File: config.mk
export PLATFORM = sky130hd
export DESIGN_NAME = demux_cl_seq_flat
export DESIGN_NICKNAME = d
export VERILOG_FILES = /design/src/rtl/demux_cl_seq_if.sv /design/src/rtl/demux_cl_seq.sv /design/src/flat_wrapper.sv
export SDC_FILE = /design/constraint.sdc
export NUM_CORES = 1
export LEC_CHECK = 0
export BUFFER_PORTS_ARGS = -buffer_cell sky130_fd_sc_hd__buf_2
export CAP_MARGIN = 20
export CELL_PAD_IN_SITES_DETAIL_PLACEMENT = 0
export CELL_PAD_IN_SITES_GLOBAL_PLACEMENT = 2
export CORE_MARGIN = 2
export CORE_UTILIZATION = 29
export DETAILED_ROUTE_END_ITERATION = 12
export PLACE_DENSITY = 0.78
export SETUP_SLACK_MARGIN = 0.2
export SYNTH_ARGS = -nofsm -noshare
export SYNTH_HDL_FRONTEND = slang
export SYNTH_SLANG_ARGS = --single-unit
export TNS_END_PERCENT = 50
File: constraint.sdc
create_clock -name clk -period 5.07 [get_ports clk]
set_input_delay 0 -clock clk [delete_from_list [all_inputs] [get_ports clk]]
set_output_delay 0 -clock clk [all_outputs]
set_load 0.05 [all_outputs]
File: src/rtl/demux_cl_seq_if.sv
// ---------------------------------------------------------------------------
// demux_cl_seq_if
// Bus bundle for the 1-to-8 sequential demultiplexer.
//   Serial side : din, sel, sel_en, in_valid, flush, in_ready
//   Word side   : dout, lane_mask, out_valid, out_ready, ovr_err
// Modports:
//   master : the producer/consumer environment around the block
//   slave  : the demux itself
// ---------------------------------------------------------------------------
interface demux_cl_seq_if #(
    parameter int NLANES = 8,
    parameter int SEL_W  = 3
);
    logic              din;
    logic [SEL_W-1:0]  sel;
    logic              sel_en;
    logic              in_valid;
    logic              in_ready;
    logic              flush;
    logic [NLANES-1:0] dout;
    logic [NLANES-1:0] lane_mask;
    logic              out_valid;
    logic              out_ready;
    logic              ovr_err;

    modport master (
        output din, sel, sel_en, in_valid, flush, out_ready,
        input  in_ready, dout, lane_mask, out_valid, ovr_err
    );

    modport slave (
        input  din, sel, sel_en, in_valid, flush, out_ready,
        output in_ready, dout, lane_mask, out_valid, ovr_err
    );
endinterface

File: src/rtl/demux_cl_seq.sv
// ---------------------------------------------------------------------------
// demux_cl_seq
// Sequential 1-to-NLANES demultiplexer / deserializer. Each accepted serial
// bit is steered into a lane register chosen by an explicit select or by an
// auto-increment pointer. The assembled word is presented with valid/ready
// once every lane has been written, or earlier on flush.
//
// Ports:
//   clk    : rising-edge clock
//   rst_n  : asynchronous active-low reset (synchronous release upstream)
//   bus    : demux_cl_seq_if.slave
//            din/sel/sel_en/in_valid/flush in, in_ready out
//            dout/lane_mask/out_valid/ovr_err out, out_ready in
//
// state  | meaning
// -------+--------------------------------------------------------------
// IDLE   | no lane written yet in this frame (mask == 0)
// FILL   | partial frame, at least one lane written, not all
// HOLD   | word presented on dout/lane_mask, waiting for out_ready
// ---------------------------------------------------------------------------
module demux_cl_seq #(
    parameter int NLANES = 8,
    parameter int SEL_W  = 3
) (
    input  logic         clk,
    input  logic         rst_n,
    demux_cl_seq_if.slave bus
);

    typedef enum logic [1:0] {
        S_IDLE = 2'd0,
        S_FILL = 2'd1,
        S_HOLD = 2'd2
    } state_t;

    localparam logic [NLANES-1:0] ALL_ONES = {NLANES{1'b1}};
    localparam logic [NLANES-1:0] ONE      = {{(NLANES-1){1'b0}}, 1'b1};

    state_t            r_state;
    logic [NLANES-1:0] r_dout;
    logic [NLANES-1:0] r_mask;
    logic [SEL_W-1:0]  r_ptr;
    logic              r_out_valid;
    logic              r_ovr_err;

    state_t            w_state_nxt;
    logic [NLANES-1:0] w_dout_nxt;
    logic [NLANES-1:0] w_mask_nxt;
    logic [SEL_W-1:0]  w_ptr_nxt;
    logic              w_out_valid_nxt;
    logic              w_ovr_err_nxt;

    logic              w_in_ready;
    logic              w_accept;
    logic [SEL_W-1:0]  w_lane;
    logic [NLANES-1:0] w_lane_bit;
    logic [NLANES-1:0] w_mask_wr;
    logic [NLANES-1:0] w_dout_wr;

    // Ready depends only on the state register so it never loops back
    // through the producer's valid.
    assign w_in_ready = (r_state != S_HOLD);
    assign w_accept   = bus.in_valid & w_in_ready;
    assign w_lane     = bus.sel_en ? bus.sel : r_ptr;
    assign w_lane_bit = ONE << w_lane;
    assign w_mask_wr  = r_mask | w_lane_bit;
    assign w_dout_wr  = bus.din ? (r_dout | w_lane_bit) : (r_dout & ~w_lane_bit);

    always_ff @(posedge clk or negedge rst_n) begin
        if (!rst_n) begin
            r_state     <= S_IDLE;
            r_dout      <= '0;
            r_mask      <= '0;
            r_ptr       <= '0;
            r_out_valid <= 1'b0;
            r_ovr_err   <= 1'b0;
        end else begin
            r_state     <= w_state_nxt;
            r_dout      <= w_dout_nxt;
            r_mask      <= w_mask_nxt;
            r_ptr       <= w_ptr_nxt;
            r_out_valid <= w_out_valid_nxt;
            r_ovr_err   <= w_ovr_err_nxt;
        end
    end

    always_comb begin
        w_state_nxt     = r_state;
        w_dout_nxt      = r_dout;
        w_mask_nxt      = r_mask;
        w_ptr_nxt       = r_ptr;
        w_out_valid_nxt = r_out_valid;
        w_ovr_err_nxt   = 1'b0;

        case (r_state)
            S_IDLE, S_FILL: begin
                if (w_accept) begin
                    w_dout_nxt    = w_dout_wr;
                    w_mask_nxt    = w_mask_wr;
                    // The pointer advances on every accept, even explicit ones,
                    // so mixed-mode frames keep a predictable auto sequence.
                    w_ptr_nxt     = r_ptr + 1'b1;
                    w_ovr_err_nxt = |(r_mask & w_lane_bit);
                end

                if (w_accept && (w_mask_wr == ALL_ONES)) begin
                    w_state_nxt     = S_HOLD;
                    w_out_valid_nxt = 1'b1;
                end else if (bus.flush && (w_accept || (r_state == S_FILL))) begin
                    // A flush with nothing written is ignored; a same-cycle
                    // write lands in the held word.
                    w_state_nxt     = S_HOLD;
                    w_out_valid_nxt = 1'b1;
                end else if (w_accept) begin
                    w_state_nxt = S_FILL;
                end
            end

            S_HOLD: begin
                if (bus.out_ready) begin
                    w_state_nxt     = S_IDLE;
                    w_dout_nxt      = '0;
                    w_mask_nxt      = '0;
                    w_ptr_nxt       = '0;
                    w_out_valid_nxt = 1'b0;
                end
            end

            default: begin
                w_state_nxt     = S_IDLE;
                w_dout_nxt      = '0;
                w_mask_nxt      = '0;
                w_ptr_nxt       = '0;
                w_out_valid_nxt = 1'b0;
            end
        endcase
    end

    assign bus.in_ready  = w_in_ready;
    assign bus.dout      = r_dout;
    assign bus.lane_mask = r_mask;
    assign bus.out_valid = r_out_valid;
    assign bus.ovr_err   = r_ovr_err;

endmodule

File: src/flat_wrapper.sv
// flat-port wrapper written by rule: the top's interface ports become plain ports
module demux_cl_seq_flat 
#(
    parameter int NLANES = 8,
    parameter int SEL_W  = 3
)
  (clk, rst_n, bus_din, bus_sel, bus_sel_en, bus_in_valid, bus_flush, bus_out_ready, bus_in_ready, bus_dout, bus_lane_mask, bus_out_valid, bus_ovr_err);
  demux_cl_seq_if #(.NLANES(NLANES), .SEL_W(SEL_W)) bus_i ();
  input  logic clk;
  input  logic rst_n;
  input wire logic [$bits(bus_i.din)-1:0] bus_din;
  input wire logic [$bits(bus_i.sel)-1:0] bus_sel;
  input wire logic [$bits(bus_i.sel_en)-1:0] bus_sel_en;
  input wire logic [$bits(bus_i.in_valid)-1:0] bus_in_valid;
  input wire logic [$bits(bus_i.flush)-1:0] bus_flush;
  input wire logic [$bits(bus_i.out_ready)-1:0] bus_out_ready;
  output wire logic [$bits(bus_i.in_ready)-1:0] bus_in_ready;
  output wire logic [$bits(bus_i.dout)-1:0] bus_dout;
  output wire logic [$bits(bus_i.lane_mask)-1:0] bus_lane_mask;
  output wire logic [$bits(bus_i.out_valid)-1:0] bus_out_valid;
  output wire logic [$bits(bus_i.ovr_err)-1:0] bus_ovr_err;
  assign bus_i.din = bus_din;
  assign bus_i.sel = bus_sel;
  assign bus_i.sel_en = bus_sel_en;
  assign bus_i.in_valid = bus_in_valid;
  assign bus_i.flush = bus_flush;
  assign bus_i.out_ready = bus_out_ready;
  assign bus_in_ready = bus_i.in_ready;
  assign bus_dout = bus_i.dout;
  assign bus_lane_mask = bus_i.lane_mask;
  assign bus_out_valid = bus_i.out_valid;
  assign bus_ovr_err = bus_i.ovr_err;
  demux_cl_seq #(.NLANES(NLANES), .SEL_W(SEL_W)) u_core (.clk(clk), .rst_n(rst_n), .bus(bus_i));
endmodule
---- Word-level counts from Yosys, hierarchy flattened ----
Cells that the tools add are included.
word-level totals
  flip-flop bits (word level) ............. 23
  input port bits ......................... 10
  output and inout port bits .............. 19
  word-level logic and storage cells ...... 52
cells by class
  add/sub/neg operators ................... 1
  equality and inequality tests ........... 8
  shifts and indexed selects .............. 1
  mux-type cells .......................... 21
  bitwise operators ....................... 6
  reductions and logical operators ........ 9
operator list
  operator               count
  $mux W8                4
  $pmux W8 S2            2
  $and A8 B8 Y8          2
  $or A8 B8 Y8           2
  $mux W3                3
  $eq A8 B8 Y1 const B   1
  $mux W2                4
  $not A8 Y8             1
  $reduce_or A8 Y1       1
  $shl A1 B3 Y8 const A  1
  $pmux W3 S2            1
  $reduce_and A2 Y1      3
  $mux W1                5
  $ne A2 B2 Y1 const B   2
  $ne A4 B1 Y1 const B   1
  $pmux W2 S2            1
  $add A3 B1 Y3 const B  1
  $ne A3 B1 Y1 const B   1
  $eq A2 B1 Y1 const B   1
  $eq A2 B2 Y1 const B   1
  $logic_and A1 B1 Y1    2
  $logic_not A2 Y1       1
  $ne A2 B1 Y1 const B   1
  $pmux W1 S2            1
  3 further kinds        3

---- Logic depth before layout (Yosys ltp) ----
  depth in word-level cells ............... 7
  mapped depth ............................ 8
  gate-level depth less buffers ........... 6

---- Worst setup path before layout ----
Ideal clock, no wire load.
  path type ............................... register to register
  start point ............................. reg u_core.r_mask[0] (netlist: u_core.bus.lane_mask[0])
  end point ............................... reg u_core.r_state[1]
  setup time .............................. 0.096 ns
  arrival time ............................ 1.872 ns
  required time ........................... 4.974 ns
  path slack .............................. 3.102 ns
  stages on the path, launching flop included .. 6
  path buffers ............................ 0
  clock period less this slack ............ 1.968 ns
  path through ............................ dfrtp_1 or4b_1 o21ai_1 a32oi_1 or4_4 o2111ai_1
between the ends
  word-level cells in the longest chain between the ends .. 5
  elaborated cells between the ends (all ways) .. 7
  those cells by class .................... eq/ne: 2; mux: 2; bitwise: 1; reduce/logical: 2
ends and longest elaborated chain
  item                                                               RTL line             text
  start: declaration                                                 demux_cl_seq.sv:41   logic [NLANES-1:0] r_mask;
  start signal: assignment                                           demux_cl_seq.sv:80   r_mask <= w_mask_nxt;
  $or A8 B8 Y8 *                                                     demux_cl_seq.sv:66   assign w_mask_wr = r_mask | w_lane_bit;
  $eq A8 B8 Y1 *                                                     demux_cl_seq.sv:106  if (w_accept && (w_mask_wr == ALL_ONES)) begin
  $logic_and A1 B1 Y1 *                                              demux_cl_seq.sv:106
  $ne A4 B1 Y1 (no line) / $mux W2 (equally long branches)           --
  $reduce_and A2 Y1 (no line) / $pmux W2 S2 (equally long branches)  --
  end signal: assignment                                             demux_cl_seq.sv:78   r_state <= w_state_nxt;
  end: declaration                                                   demux_cl_seq.sv:39   state_t r_state;
Mark *: on every way between the ends. The rest lies on a longest branch, timed or not.
A chain may end at the register's enable or synchronous reset.

---- Worst setup path after layout ----
  start point ............................. reg u_core.r_ptr[0]
  end point ............................... reg u_core.r_state[1]
between the ends
  word-level cells in the longest chain between the ends .. 7
  elaborated cells between the ends (all ways) .. 9
  those cells by class .................... eq/ne: 2; shift: 1; mux: 3; bitwise: 1; reduce/logical: 2
ends and longest elaborated chain
  item                                                               RTL line             text
  start: declaration                                                 demux_cl_seq.sv:42   logic [SEL_W-1:0] r_ptr;
  start signal: assignment                                           demux_cl_seq.sv:81   r_ptr <= w_ptr_nxt;
  $mux W3 *                                                          demux_cl_seq.sv:64   assign w_lane = bus.sel_en ? bus.sel : r_ptr;
  $shl A1 B3 Y8 *                                                    demux_cl_seq.sv:65   assign w_lane_bit = ONE << w_lane;
  $or A8 B8 Y8 *                                                     demux_cl_seq.sv:66
  $eq A8 B8 Y1 *                                                     demux_cl_seq.sv:106
  $logic_and A1 B1 Y1 *                                              demux_cl_seq.sv:106
  $ne A4 B1 Y1 (no line) / $mux W2 (equally long branches)           --
  $reduce_and A2 Y1 (no line) / $pmux W2 S2 (equally long branches)  --
Marks and branches as above.

==> flow_metrics.env <==
export IMPL_grt_max_degree=24
export IMPL_die_area_um2=4660
export IMPL_cp_max_fo=11
export IMPL_die_x_um=68.3
export IMPL_hold_viol_final=0
export IMPL_p_per_area_nw_per_um2=504
export IMPL_p_int_mw=0.382
export IMPL_layout_min_cycle_time_ns=2.14
export IMPL_gp_congestion=0.808
export IMPL_p_comb_frac=0.455
export IMPL_cts_htree_levels=1
export IMPL_instances_no_fill=205
export IMPL_finClkSkew_ns=0.00424
export IMPL_drv_slew=0
export IMPL_synthMuxAreaShare=0.119
export IMPL_setup_tns_final_ns=0
export IMPL_dpl_hpwl_um=2140
export IMPL_setup_viol=0
export IMPL_vias_per_cell=5.08
export IMPL_final_net_count=167
export IMPL_seq_power_share=0.389
export IMPL_crit_end="u_core.r_state[1]$_DFFE_PN0P_"
export IMPL_synth_edff_count=0
export IMPL_yosysSeqAreaShare=0.480
export IMPL_port_buffers=28
export IMPL_synth_compound_area_frac=0.134
export IMPL_yosys_warnings=0
export IMPL_fmax_mhz=467
export IMPL_syn_num_nets=137
export IMPL_ys_async_sr_fraction=1.00
export IMPL_syn_inst=126
export IMPL_clk_latency_ns=0.26
export IMPL_whs_ns=0.00412
export IMPL_hold_class="in2reg"
export IMPL_grt_pass1_wl_um=4740
export IMPL_dieHeight_um=68.3
export IMPL_top_layer_used="met4"
export IMPL_start_util=0.300
export IMPL_drtAntennaViolNets=0
export IMPL_setup_slack_ns=2.93
export IMPL_synth_simple_area_share=0.222
export IMPL_yosys_cell_types_count=33
export IMPL_critPathKind="reg2reg"
export IMPL_wl_met2_um=1330
export IMPL_drtIter0Drc=44
export IMPL_routed_wl_um=2850
export IMPL_synth_fa_ha_area_frac=0.0104
export IMPL_power_leakage_nw=0.687
export IMPL_worstSetupStartpoint="u_core.r_ptr[0]$_DFFE_PN0P_"
export IMPL_clockPowerShare=0.156
export IMPL_netlist_area_um2=1200
export IMPL_rows=23
export IMPL_pre_cts_slack_ns=2.94
export IMPL_io_pins=29
export IMPL_first_pass_iters=4
export IMPL_yosys_most_used_dff="dfrtp_1"
export IMPL_placed_area_um2=1380
export IMPL_max_vdd_ir_drop_v=0.000178
export IMPL_met3_length_um=148
export IMPL_grt_pass1_vias=975
export IMPL_cts_buffer_depth=2
export IMPL_drive_gt1_frac=0.226
export IMPL_vias=1042
export IMPL_ys_ff_latch=23
export IMPL_switching_share=0.474
export IMPL_syn_to_final_growth_pct=20.1
export IMPL_maxCapViolations=0
export IMPL_critPathLaunchType="register"
export IMPL_p_switching_mw=0.344
export IMPL_overflow=0
export IMPL_grt_usage=0.137
export IMPL_cts_tree="yes"
export IMPL_clk_pin_slew_ns=0.08
export IMPL_synth_xor_area_frac=0
export IMPL_place_inst=199
export IMPL_post_route_util=0.360
export IMPL_arrival_ns=2.32
export IMPL_crit_path_end_kind="register"
export IMPL_synth_avg_cell_area_um2=9.51
export IMPL_antenna_found_initial=0
export IMPL_wire_per_inst_um=13.9
export IMPL_ctsRootBufferMaster="clkbuf_8"
export IMPL_cts_buffers=3
export IMPL_total_power_mw=0.726
export IMPL_tightest_slew_ns=0.824
export IMPL_final_area_um2=1440
export IMPL_r2r_setup_slack_ns=2.93
export IMPL_rr_startpoint="u_core.r_ptr[0]$_DFFE_PN0P_"
export IMPL_rr_worst_depth=6
export IMPL_timing_final_crit_share=0.422
export IMPL_antenna_cells=0
export IMPL_core_um2=4000
export IMPL_drt_met1_wl_um=1350
export IMPL_rr_endpoint="u_core.r_state[1]$_DFFE_PN0P_"
export IMPL_cts_sinks=23
export IMPL_rsz0062_at_grt="no"
export IMPL_synth_top_family_by_area="simple AND/OR/NAND/NOR gates"
export IMPL_cp_required_ns=5.25
export IMPL_cts_resized=0
export IMPL_status="complete, no violations"
export IMPL_drcViolationCount=0
export IMPL_slew_headroom=0.435
[layout make-up]
class / instances / area [um2]
sequential: 23 / 576
fill: 410 / 2560
multi-input combinational: 94 / 582
inverter: 4 / 15.0
tap: 50 / 62.6
timing repair buffer: 30 / 160
clock buffer: 4 / 45.0
[timing repair]
action | 4_1_cts | 5_1_grt
buffers inserted | 0 | 0
hold buffers | 2 | 0
endpoints found under the hold margin | 24 | 0
[cells in the mapped netlist (all sizes together), types with 2 or more instances]
master / n / area, um2
dfrtp: 23 / 576
o21ai: 8 / 40.0
nand2: 10 / 37.5
mux4: 2 / 48.8
a21oi: 5 / 25.0
inv: 4 / 15.0
nand3: 2 / 10.0
nor2: 32 / 120
clkbuf: 4 / 15.0
o21bai: 3 / 22.5
nand3b: 2 / 15.0
nand2b: 3 / 18.8
mux2i: 9 / 93.8
a32oi: 3 / 26.3
[how the worst min path moves through the flow]
stage | startpoint | end | slack [ns] | cells after the start
5_1_grt | bus_out_ready | u_core.r_state[1]$_DFFE_PN0P_ | 0.02 | 2
2_1_floorplan | rst_n | u_core.bus.dout[0]$_DFFE_PN0P_ | -0.30 | 0
6_report | bus_out_ready | u_core.r_state[1]$_DFFE_PN0P_ | 0.004 | 2
3_3_place_gp | rst_n | u_core.r_ptr[1]$_DFFE_PN0P_ | 0.01 | 1
3_5_place_dp | rst_n | u_core.r_ptr[1]$_DFFE_PN0P_ | 0.01 | 1
4_1_cts | bus_out_ready | u_core.r_state[1]$_DFFE_PN0P_ | 0.004 | 2
[registers in the layout, indices dropped and copies added (netlist names)]
| name | count |
|---|---|
| u_core.r_state | 2 |
| u_core.bus.lane_mask | 8 |
| u_core.bus.dout | 8 |
| u_core.r_ptr | 3 |
| u_core.bus.ovr_err | 1 |
| u_core.bus.out_valid | 1 |
[per-layer routing]
metal / vias to the layer above / global-route usage
met5: - / 0
met4: 0 / 0.0450
met3: 2 / 0.0214
met2: 29 / 0.214
met1: 510 / 0.193
li1: 501 / -
[logic make-up after synthesis]
kind of cell             after synthesis
AO/OA/AOI/OAI                         25
adder cells (fa/ha/maj)                1
buffers and inverters                  9
flip-flops                            23
multiplexers                          11
AND/OR/NAND/NOR                       57
[power groups by stage]
| stage | sequential, mW | combinational, mW | clock, mW |
|---|---|---|---|
| detailed placement | 0.286 | 0.331 | 0 |
| CTS | 0.282 | 0.333 | 0.117 |
| floorplan | 0.402 | 0.130 | 0 |
| global placement | 0.283 | 0.329 | 0 |
| finish | 0.282 | 0.330 | 0.113 |
| global route | 0.292 | 0.360 | 0.124 |
[critical path, stage by stage, from the launching register on]
cell	delay, ns
dfrtp_1	0.39
mux2i_1	0.27
or4b_1	0.60
o21ai_1	0.09
a32oi_1	0.08
or4_4	0.53
o2111ai_1	0.09
[cells in the final DEF, fill, tap and decap left out, drive strengths merged]
cell type,synthesis,routed
nor2,32,32
a32oi,3,3
o2111ai,1,1
dlygate4sd3,0,2
or4,1,1
o21a,1,1
or4b,1,1
nor3,1,1
inv,4,4
buf,1,28
a21oi,5,5
nand3b,2,2
a31oi,1,1
ha,1,1
and3b,1,1
and4b,1,1
o31ai,1,1
and2,1,1
nand2,10,10
o32a,1,1
mux2i,9,9
dfrtp,23,23
o22ai,1,1
o21bai,3,3
nor2b,1,1
clkbuf,4,4
nand4,1,1
nand3,2,2
o21ai,8,8
nand2b,3,3
mux4,2,2
Power figures use the tool's default switching activity.
